File: config.mk
export PLATFORM = sky130hd
export DESIGN_NAME = axi_gpio_flat
export DESIGN_NICKNAME = d
export VERILOG_FILES = /design/src/rtl/axi_gpio_pkg.sv /design/src/rtl/axi_gpio_if.sv /design/src/rtl/axi_gpio.sv /design/src/flat_wrapper.sv
export SDC_FILE = /design/constraint.sdc
export NUM_CORES = 1
export LEC_CHECK = 0
export BUFFER_PORTS_ARGS = -buffer_cell sky130_fd_sc_hd__clkbuf_2
export CAP_MARGIN = 25
export CORE_UTILIZATION = 40
export CTS_CLUSTER_SIZE = 30
export DETAILED_ROUTE_END_ITERATION = 8
export PLACE_DENSITY = 0.79
export SLEW_MARGIN = 20
export SYNTH_ARGS = -nofsm -noshare
export SYNTH_HDL_FRONTEND = slang
export SYNTH_SLANG_ARGS = --single-unit
File: constraint.sdc
create_clock -name s_axi_aclk -period 1.5 [get_ports s_axi_aclk]
set_input_delay 0.15 -clock s_axi_aclk [delete_from_list [all_inputs] [get_ports s_axi_aclk]]
set_output_delay 0.15 -clock s_axi_aclk [all_outputs]
set_load 0.02 [all_outputs]
File: src/rtl/axi_gpio_pkg.sv
// Shared constants for the AXI4-Lite output-only GPIO peripheral.
package axi_gpio_pkg;

  localparam int unsigned AXI_ADDR_W    = 9;
  localparam int unsigned AXI_DATA_W    = 32;
  localparam int unsigned AXI_STRB_W    = AXI_DATA_W / 8;

  localparam logic [AXI_ADDR_W-1:0] GPIO_DATA_OFF = 9'h000;
  localparam logic [AXI_ADDR_W-1:0] GPIO_TRI_OFF  = 9'h004;

  localparam logic [1:0] AXI_RESP_OKAY = 2'b00;

endpackage

File: src/rtl/axi_gpio_if.sv
// AXI4-Lite slave bus bundle for the GPIO peripheral.
interface axi_gpio_if
  import axi_gpio_pkg::*;
#(
  parameter int unsigned ADDR_W = AXI_ADDR_W,
  parameter int unsigned DATA_W = AXI_DATA_W
);

  localparam int unsigned STRB_W = DATA_W / 8;

  logic [ADDR_W-1:0] awaddr;
  logic              awvalid;
  logic              awready;
  logic [DATA_W-1:0] wdata;
  logic [STRB_W-1:0] wstrb;
  logic              wvalid;
  logic              wready;
  logic [1:0]        bresp;
  logic              bvalid;
  logic              bready;
  logic [ADDR_W-1:0] araddr;
  logic              arvalid;
  logic              arready;
  logic [DATA_W-1:0] rdata;
  logic [1:0]        rresp;
  logic              rvalid;
  logic              rready;

  modport master (
    output awaddr, awvalid, wdata, wstrb, wvalid, bready, araddr, arvalid, rready,
    input  awready, wready, bresp, bvalid, arready, rdata, rresp, rvalid
  );

  modport slave (
    input  awaddr, awvalid, wdata, wstrb, wvalid, bready, araddr, arvalid, rready,
    output awready, wready, bresp, bvalid, arready, rdata, rresp, rvalid
  );

endinterface

File: src/rtl/axi_gpio.sv
// AXI4-Lite slave exposing one output-only GPIO channel (GPIO_DATA RW, GPIO_TRI reads 0).
module axi_gpio
  import axi_gpio_pkg::*;
#(
  parameter int unsigned C_S_AXI_DATA_WIDTH = 32,
  parameter int unsigned C_S_AXI_ADDR_WIDTH = 9,
  parameter int unsigned C_GPIO_WIDTH       = 32,
  parameter logic [31:0] C_DOUT_DEFAULT     = 32'h0
) (
  input  logic                    s_axi_aclk,
  input  logic                    s_axi_aresetn,
  axi_gpio_if.slave               s_axi,
  output logic [C_GPIO_WIDTH-1:0] gpio_io_o
);

  localparam int unsigned DW = C_S_AXI_DATA_WIDTH;
  localparam int unsigned AW = C_S_AXI_ADDR_WIDTH;
  localparam int unsigned NB = DW / 8;
  localparam logic [DW-1:0] GPIO_MASK =
    (C_GPIO_WIDTH >= DW) ? {DW{1'b1}} : DW'((64'h1 << C_GPIO_WIDTH) - 64'h1);

  // Word-aligned decode: the two byte-lane address bits are ignored.
  function automatic logic reg_hit(input logic [AW-1:0] addr, input logic [AW-1:0] off);
    return (addr & ~AW'(3)) == off;
  endfunction

  logic          r_aw_wready;
  logic          r_bvalid;
  logic          r_b_clr;
  logic          r_arready;
  logic          r_rvalid;
  logic [DW-1:0] r_rdata;
  logic [DW-1:0] r_gpio_data;

  logic          w_wr_start;
  logic          w_wr_hs;
  logic          w_rd_start;
  logic          w_rd_hs;
  logic [DW-1:0] w_gpio_next;
  logic [DW-1:0] w_rd_mux;

  // A new write waits for both channels, and for the response (plus one cycle) to retire.
  assign w_wr_start = s_axi.awvalid & s_axi.wvalid & ~r_aw_wready & ~r_bvalid & ~r_b_clr;
  assign w_wr_hs    = r_aw_wready & s_axi.awvalid & s_axi.wvalid;
  assign w_rd_start = s_axi.arvalid & ~r_arready & ~r_rvalid;
  assign w_rd_hs    = r_arready & s_axi.arvalid;

  always_comb begin
    w_gpio_next = r_gpio_data;
    for (int i = 0; i < NB; i++) begin
      if (s_axi.wstrb[i]) w_gpio_next[8*i +: 8] = s_axi.wdata[8*i +: 8];
    end
  end

  always_comb begin
    w_rd_mux = '0;
    if (reg_hit(s_axi.araddr, AW'(GPIO_DATA_OFF))) w_rd_mux = r_gpio_data;
    else if (reg_hit(s_axi.araddr, AW'(GPIO_TRI_OFF))) w_rd_mux = '0;
  end

  // Write handshake: one-cycle AW/W ready pulse, then a held response.
  always_ff @(posedge s_axi_aclk or negedge s_axi_aresetn) begin
    if (!s_axi_aresetn) begin
      r_aw_wready <= 1'b0;
      r_bvalid    <= 1'b0;
      r_b_clr     <= 1'b0;
    end else begin
      r_aw_wready <= w_wr_start;
      r_b_clr     <= r_bvalid & s_axi.bready;
      if (w_wr_hs)           r_bvalid <= 1'b1;
      else if (s_axi.bready) r_bvalid <= 1'b0;
    end
  end

  // Read handshake: rdata captured at the address handshake and held until rready.
  always_ff @(posedge s_axi_aclk or negedge s_axi_aresetn) begin
    if (!s_axi_aresetn) begin
      r_arready <= 1'b0;
      r_rvalid  <= 1'b0;
      r_rdata   <= '0;
    end else begin
      r_arready <= w_rd_start;
      if (w_rd_hs) begin
        r_rvalid <= 1'b1;
        r_rdata  <= w_rd_mux;
      end else if (s_axi.rready) begin
        r_rvalid <= 1'b0;
      end
    end
  end

  always_ff @(posedge s_axi_aclk or negedge s_axi_aresetn) begin
    if (!s_axi_aresetn) begin
      r_gpio_data <= DW'(C_DOUT_DEFAULT) & GPIO_MASK;
    end else if (w_wr_hs && reg_hit(s_axi.awaddr, AW'(GPIO_DATA_OFF))) begin
      r_gpio_data <= w_gpio_next & GPIO_MASK;
    end
  end

  assign s_axi.awready = r_aw_wready;
  assign s_axi.wready  = r_aw_wready;
  assign s_axi.bvalid  = r_bvalid;
  assign s_axi.bresp   = AXI_RESP_OKAY;
  assign s_axi.arready = r_arready;
  assign s_axi.rvalid  = r_rvalid;
  assign s_axi.rdata   = r_rdata;
  assign s_axi.rresp   = AXI_RESP_OKAY;
  assign gpio_io_o     = r_gpio_data[C_GPIO_WIDTH-1:0];

endmodule

File: src/flat_wrapper.sv
// flat-port wrapper written by rule: the top's interface ports become plain ports
module axi_gpio_flat import axi_gpio_pkg::*;
#(
  parameter int unsigned C_S_AXI_DATA_WIDTH = 32,
  parameter int unsigned C_S_AXI_ADDR_WIDTH = 9,
  parameter int unsigned C_GPIO_WIDTH       = 32,
  parameter logic [31:0] C_DOUT_DEFAULT     = 32'h0
)
  (s_axi_aclk, s_axi_aresetn, gpio_io_o, s_axi_awaddr, s_axi_awvalid, s_axi_wdata, s_axi_wstrb, s_axi_wvalid, s_axi_bready, s_axi_araddr, s_axi_arvalid, s_axi_rready, s_axi_awready, s_axi_wready, s_axi_bresp, s_axi_bvalid, s_axi_arready, s_axi_rdata, s_axi_rresp, s_axi_rvalid);
  axi_gpio_if s_axi_i ();
  input  logic s_axi_aclk;
  input  logic s_axi_aresetn;
  output logic [C_GPIO_WIDTH-1:0] gpio_io_o;
  input wire logic [$bits(s_axi_i.awaddr)-1:0] s_axi_awaddr;
  input wire logic [$bits(s_axi_i.awvalid)-1:0] s_axi_awvalid;
  input wire logic [$bits(s_axi_i.wdata)-1:0] s_axi_wdata;
  input wire logic [$bits(s_axi_i.wstrb)-1:0] s_axi_wstrb;
  input wire logic [$bits(s_axi_i.wvalid)-1:0] s_axi_wvalid;
  input wire logic [$bits(s_axi_i.bready)-1:0] s_axi_bready;
  input wire logic [$bits(s_axi_i.araddr)-1:0] s_axi_araddr;
  input wire logic [$bits(s_axi_i.arvalid)-1:0] s_axi_arvalid;
  input wire logic [$bits(s_axi_i.rready)-1:0] s_axi_rready;
  output wire logic [$bits(s_axi_i.awready)-1:0] s_axi_awready;
  output wire logic [$bits(s_axi_i.wready)-1:0] s_axi_wready;
  output wire logic [$bits(s_axi_i.bresp)-1:0] s_axi_bresp;
  output wire logic [$bits(s_axi_i.bvalid)-1:0] s_axi_bvalid;
  output wire logic [$bits(s_axi_i.arready)-1:0] s_axi_arready;
  output wire logic [$bits(s_axi_i.rdata)-1:0] s_axi_rdata;
  output wire logic [$bits(s_axi_i.rresp)-1:0] s_axi_rresp;
  output wire logic [$bits(s_axi_i.rvalid)-1:0] s_axi_rvalid;
  assign s_axi_i.awaddr = s_axi_awaddr;
  assign s_axi_i.awvalid = s_axi_awvalid;
  assign s_axi_i.wdata = s_axi_wdata;
  assign s_axi_i.wstrb = s_axi_wstrb;
  assign s_axi_i.wvalid = s_axi_wvalid;
  assign s_axi_i.bready = s_axi_bready;
  assign s_axi_i.araddr = s_axi_araddr;
  assign s_axi_i.arvalid = s_axi_arvalid;
  assign s_axi_i.rready = s_axi_rready;
  assign s_axi_awready = s_axi_i.awready;
  assign s_axi_wready = s_axi_i.wready;
  assign s_axi_bresp = s_axi_i.bresp;
  assign s_axi_bvalid = s_axi_i.bvalid;
  assign s_axi_arready = s_axi_i.arready;
  assign s_axi_rdata = s_axi_i.rdata;
  assign s_axi_rresp = s_axi_i.rresp;
  assign s_axi_rvalid = s_axi_i.rvalid;
  axi_gpio #(.C_S_AXI_DATA_WIDTH(C_S_AXI_DATA_WIDTH), .C_S_AXI_ADDR_WIDTH(C_S_AXI_ADDR_WIDTH), .C_GPIO_WIDTH(C_GPIO_WIDTH), .C_DOUT_DEFAULT(C_DOUT_DEFAULT)) u_core (.s_axi_aclk(s_axi_aclk), .s_axi_aresetn(s_axi_aresetn), .s_axi(s_axi_i), .gpio_io_o(gpio_io_o));
endmodule
==> flow_summary.toml <==
[status]
status = "complete, but fails checks"
violations = "design-rule violations"

[critical_path]
critical_path.max_fanout = 8
reg2reg_setup_slack_ps = 50
critical_path_class = "register to register"
reg2reg_depth = 3
worstSetupStartpointType = "register"
crit-reg2reg-launch = "u_core.s_axi.awready"
arrival_ps = 1660
critPathRequiredTime_ps = 1710
r2r_end = "u_core.gpio_io_o[23]"
cp-end-kind = "register"

[clocking]
cts_max_level = 3
numClockSinks = 69
clk_path_buf_depth = 2
cts_buffers = 9
tritoncts = "done"
clk_pin_slew_ps = 70
clk_latency_ps = 320
cts_root_buffer = "clkbuf_8"

[die]
fp.coreArea_mm2 = 0.00649
row_count = 29
die_y_um = 84.8
start_util = 0.422
chipWidth_um = 84.8
boundaryPins = 134
die_area_mm2 = 0.00719

[worst_hold_path]
hold_class = "input pin to register"
holdCritStartpoint = "s_axi_awvalid"
min_to = "u_core.s_axi.awready"
whs_path_depth = 3

[drt]
firstDrtPassIters = 7
vias = 2192
drc = 9
ant_nets = 0
avgViaCountPerCell = 4.89
wire_per_inst_um = 13.1
drt_wl_total_mm = 5.85
drt_iter0_drc = 89

[synthesis]
synthCells = 237
syn_area_per_cell_um2 = 11.6
synth.ff_latch_count = 69
synth_area_mm2 = 0.00274
ys_warn_count = 0
ys_seq_area_frac = 0.630
synth.distinct_cells = 17

[sta]
whs_ps = 41.7
setup_violations = 0
post-route-period-util = 0.970
max_freq_mhz = 688
setup_ws_ps = 45.7
final-hold-violation-count = 0
skew_ps = 4.35
rsz0062_at_grt = "true"
drv_slew = 0
min_period_ps = 1450

[global_route]
grt_pass1_vias = 2132
overflow = 0
grt.total_usage = 0.178
grt_pass1_wl_mm = 9.81
grt_max_degree = 70
grt_antenna_before_repair = 0

[cells_and_area]
area_growth_pct = 33.3
layout-drive-gt1-share = 0.480
nets = 427
final_cell_mix = "clkbuf_2 (124), dfrtp_1 (69), nand2_1 (67), o21ai_0 (33), mux2_2 (32)"
final_util = 0.563
n_antenna_cell = 0
finish.instance_area_mm2 = 0.00365
final_common_cell = "clkbuf_2"
final_cells = 448
filler_cell_count = 590

[pwr]
powerDensity_mw_per_mm2 = 940
ir_drop_mv = 0.555
p_leak_uw = 0.00196

[place]
pre_cts_ws_ps = 13.9
dp_hpwl_mm = 4.11
io_buffers = 125
gp_congestion = 0.751
placedInstanceArea_mm2 = 0.00346
dp_cells = 430

[job]
drv_cap = 0
-- through the flow --
stage / setup TNS (ps) / total power [uW]
after floorplan: 0 / 2020
after global routing: -762 / 3610
after detailed placement: 0 / 2180
after global placement: 0 / 2180
after CTS: 0 / 3500
final: 0 / 3440
-- cells in the mapped netlist --
| library cell | instances | area share |
|---|---|---|
| nor4_4 | 1 | 0.0078 |
| clkbuf_1 | 11 | 0.015 |
| dfrtp_1 | 69 | 0.63 |
| and2_1 | 2 | 0.0046 |
| a21o_1 | 1 | 0.0027 |
| nor3b_1 | 1 | 0.0027 |
| nand3_2 | 4 | 0.015 |
| nor4b_1 | 4 | 0.013 |
| conb_1 | 1 | 0.0014 |
| and3_1 | 1 | 0.0023 |
| buf_4 | 5 | 0.014 |
| o21ai_0 | 33 | 0.060 |
| nand2_1 | 67 | 0.092 |
| mux2_2 | 32 | 0.13 |
| inv_1 | 2 | 0.0027 |
| nor4_1 | 2 | 0.0046 |
| nor3_1 | 1 | 0.0018 |
-- metal layers --
| metal | part of all wire | GRT usage |
|---|---|---|
| met4 | 0.011 | 0.0801 |
| met3 | 0.066 | 0.0492 |
| met2 | 0.49 | 0.307 |
| met1 | 0.43 | 0.208 |
| met5 | 0 | 0 |
-- report_power, final --
group	leakage, uW	internal, uW	switching (uW)
clock	0.0000877	691	600
combinational	0.000911	103	152
sequential	0.000960	1880	13.6
-- worst max-delay path, stage by stage (launching register included) --
cell	delay, ps
dfrtp_1	380
and3_1	310
nand3_2	280
mux2_2	360
-- what timing repair did --
| action | 4_1_cts | 5_1_grt |
|---|---|---|
| setup buffers | 0 | 0 |
| hold buffers | 2 | 0 |
| endpoints found under the setup margin | 0 | 24 |
| resized for setup | 0 | 0 |
| hold endpoints to repair | 70 | 0 |
-- how the worst max path moves through the flow --
stage,from,endpoint,cells past startpoint
after floorplan,u_core.s_axi.awready,u_core.gpio_io_o[0],4
after global placement,s_axi_awaddr[4],u_core.gpio_io_o[20],4
after detailed placement,s_axi_awaddr[4],u_core.gpio_io_o[21],4
after CTS,u_core.s_axi.awready,u_core.gpio_io_o[23],3
after global routing,u_core.s_axi.awready,u_core.gpio_io_o[23],3
final,u_core.s_axi.awready,u_core.gpio_io_o[23],3
-- area by class of cell --
type | instances | area (um2) | share of cell area
Clock inverter | 1 | 5.00 | 0.00137
Tap cell | 77 | 96.3 | 0.0264
Sequential cell | 69 | 1730 | 0.472
Multi-Input combinational cell | 153 | 940 | 0.257
Inverter | 2 | 7.51 | 0.00205
Timing Repair Buffer | 131 | 713 | 0.195
Clock buffer | 15 | 166 | 0.0455
-- logic make-up (layout without fill, tap and decap cells) --
logic type,after synthesis,in the layout,synth area share
other,1,4,0.00137
muxes,32,32,0.131
AOI/OAI and AO/OA,34,34,0.0630
buffers and inverters,18,149,0.0315
DFF,69,69,0.630
and+or+nand+nor,83,83,0.143
-- flip-flops by register name (all words and copies together) (netlist names) --
| name | flops |
|---|---|
| u_core.gpio_io_o | 32 |
| u_core.s_axi.rdata | 32 |
| u_core.r_b_clr | 1 |
| u_core.s_axi.arready | 1 |
| u_core.s_axi.awready | 1 |
| u_core.s_axi.bvalid | 1 |
| u_core.s_axi.rvalid | 1 |
No activity file was read; power rests on OpenSTA's default activity.
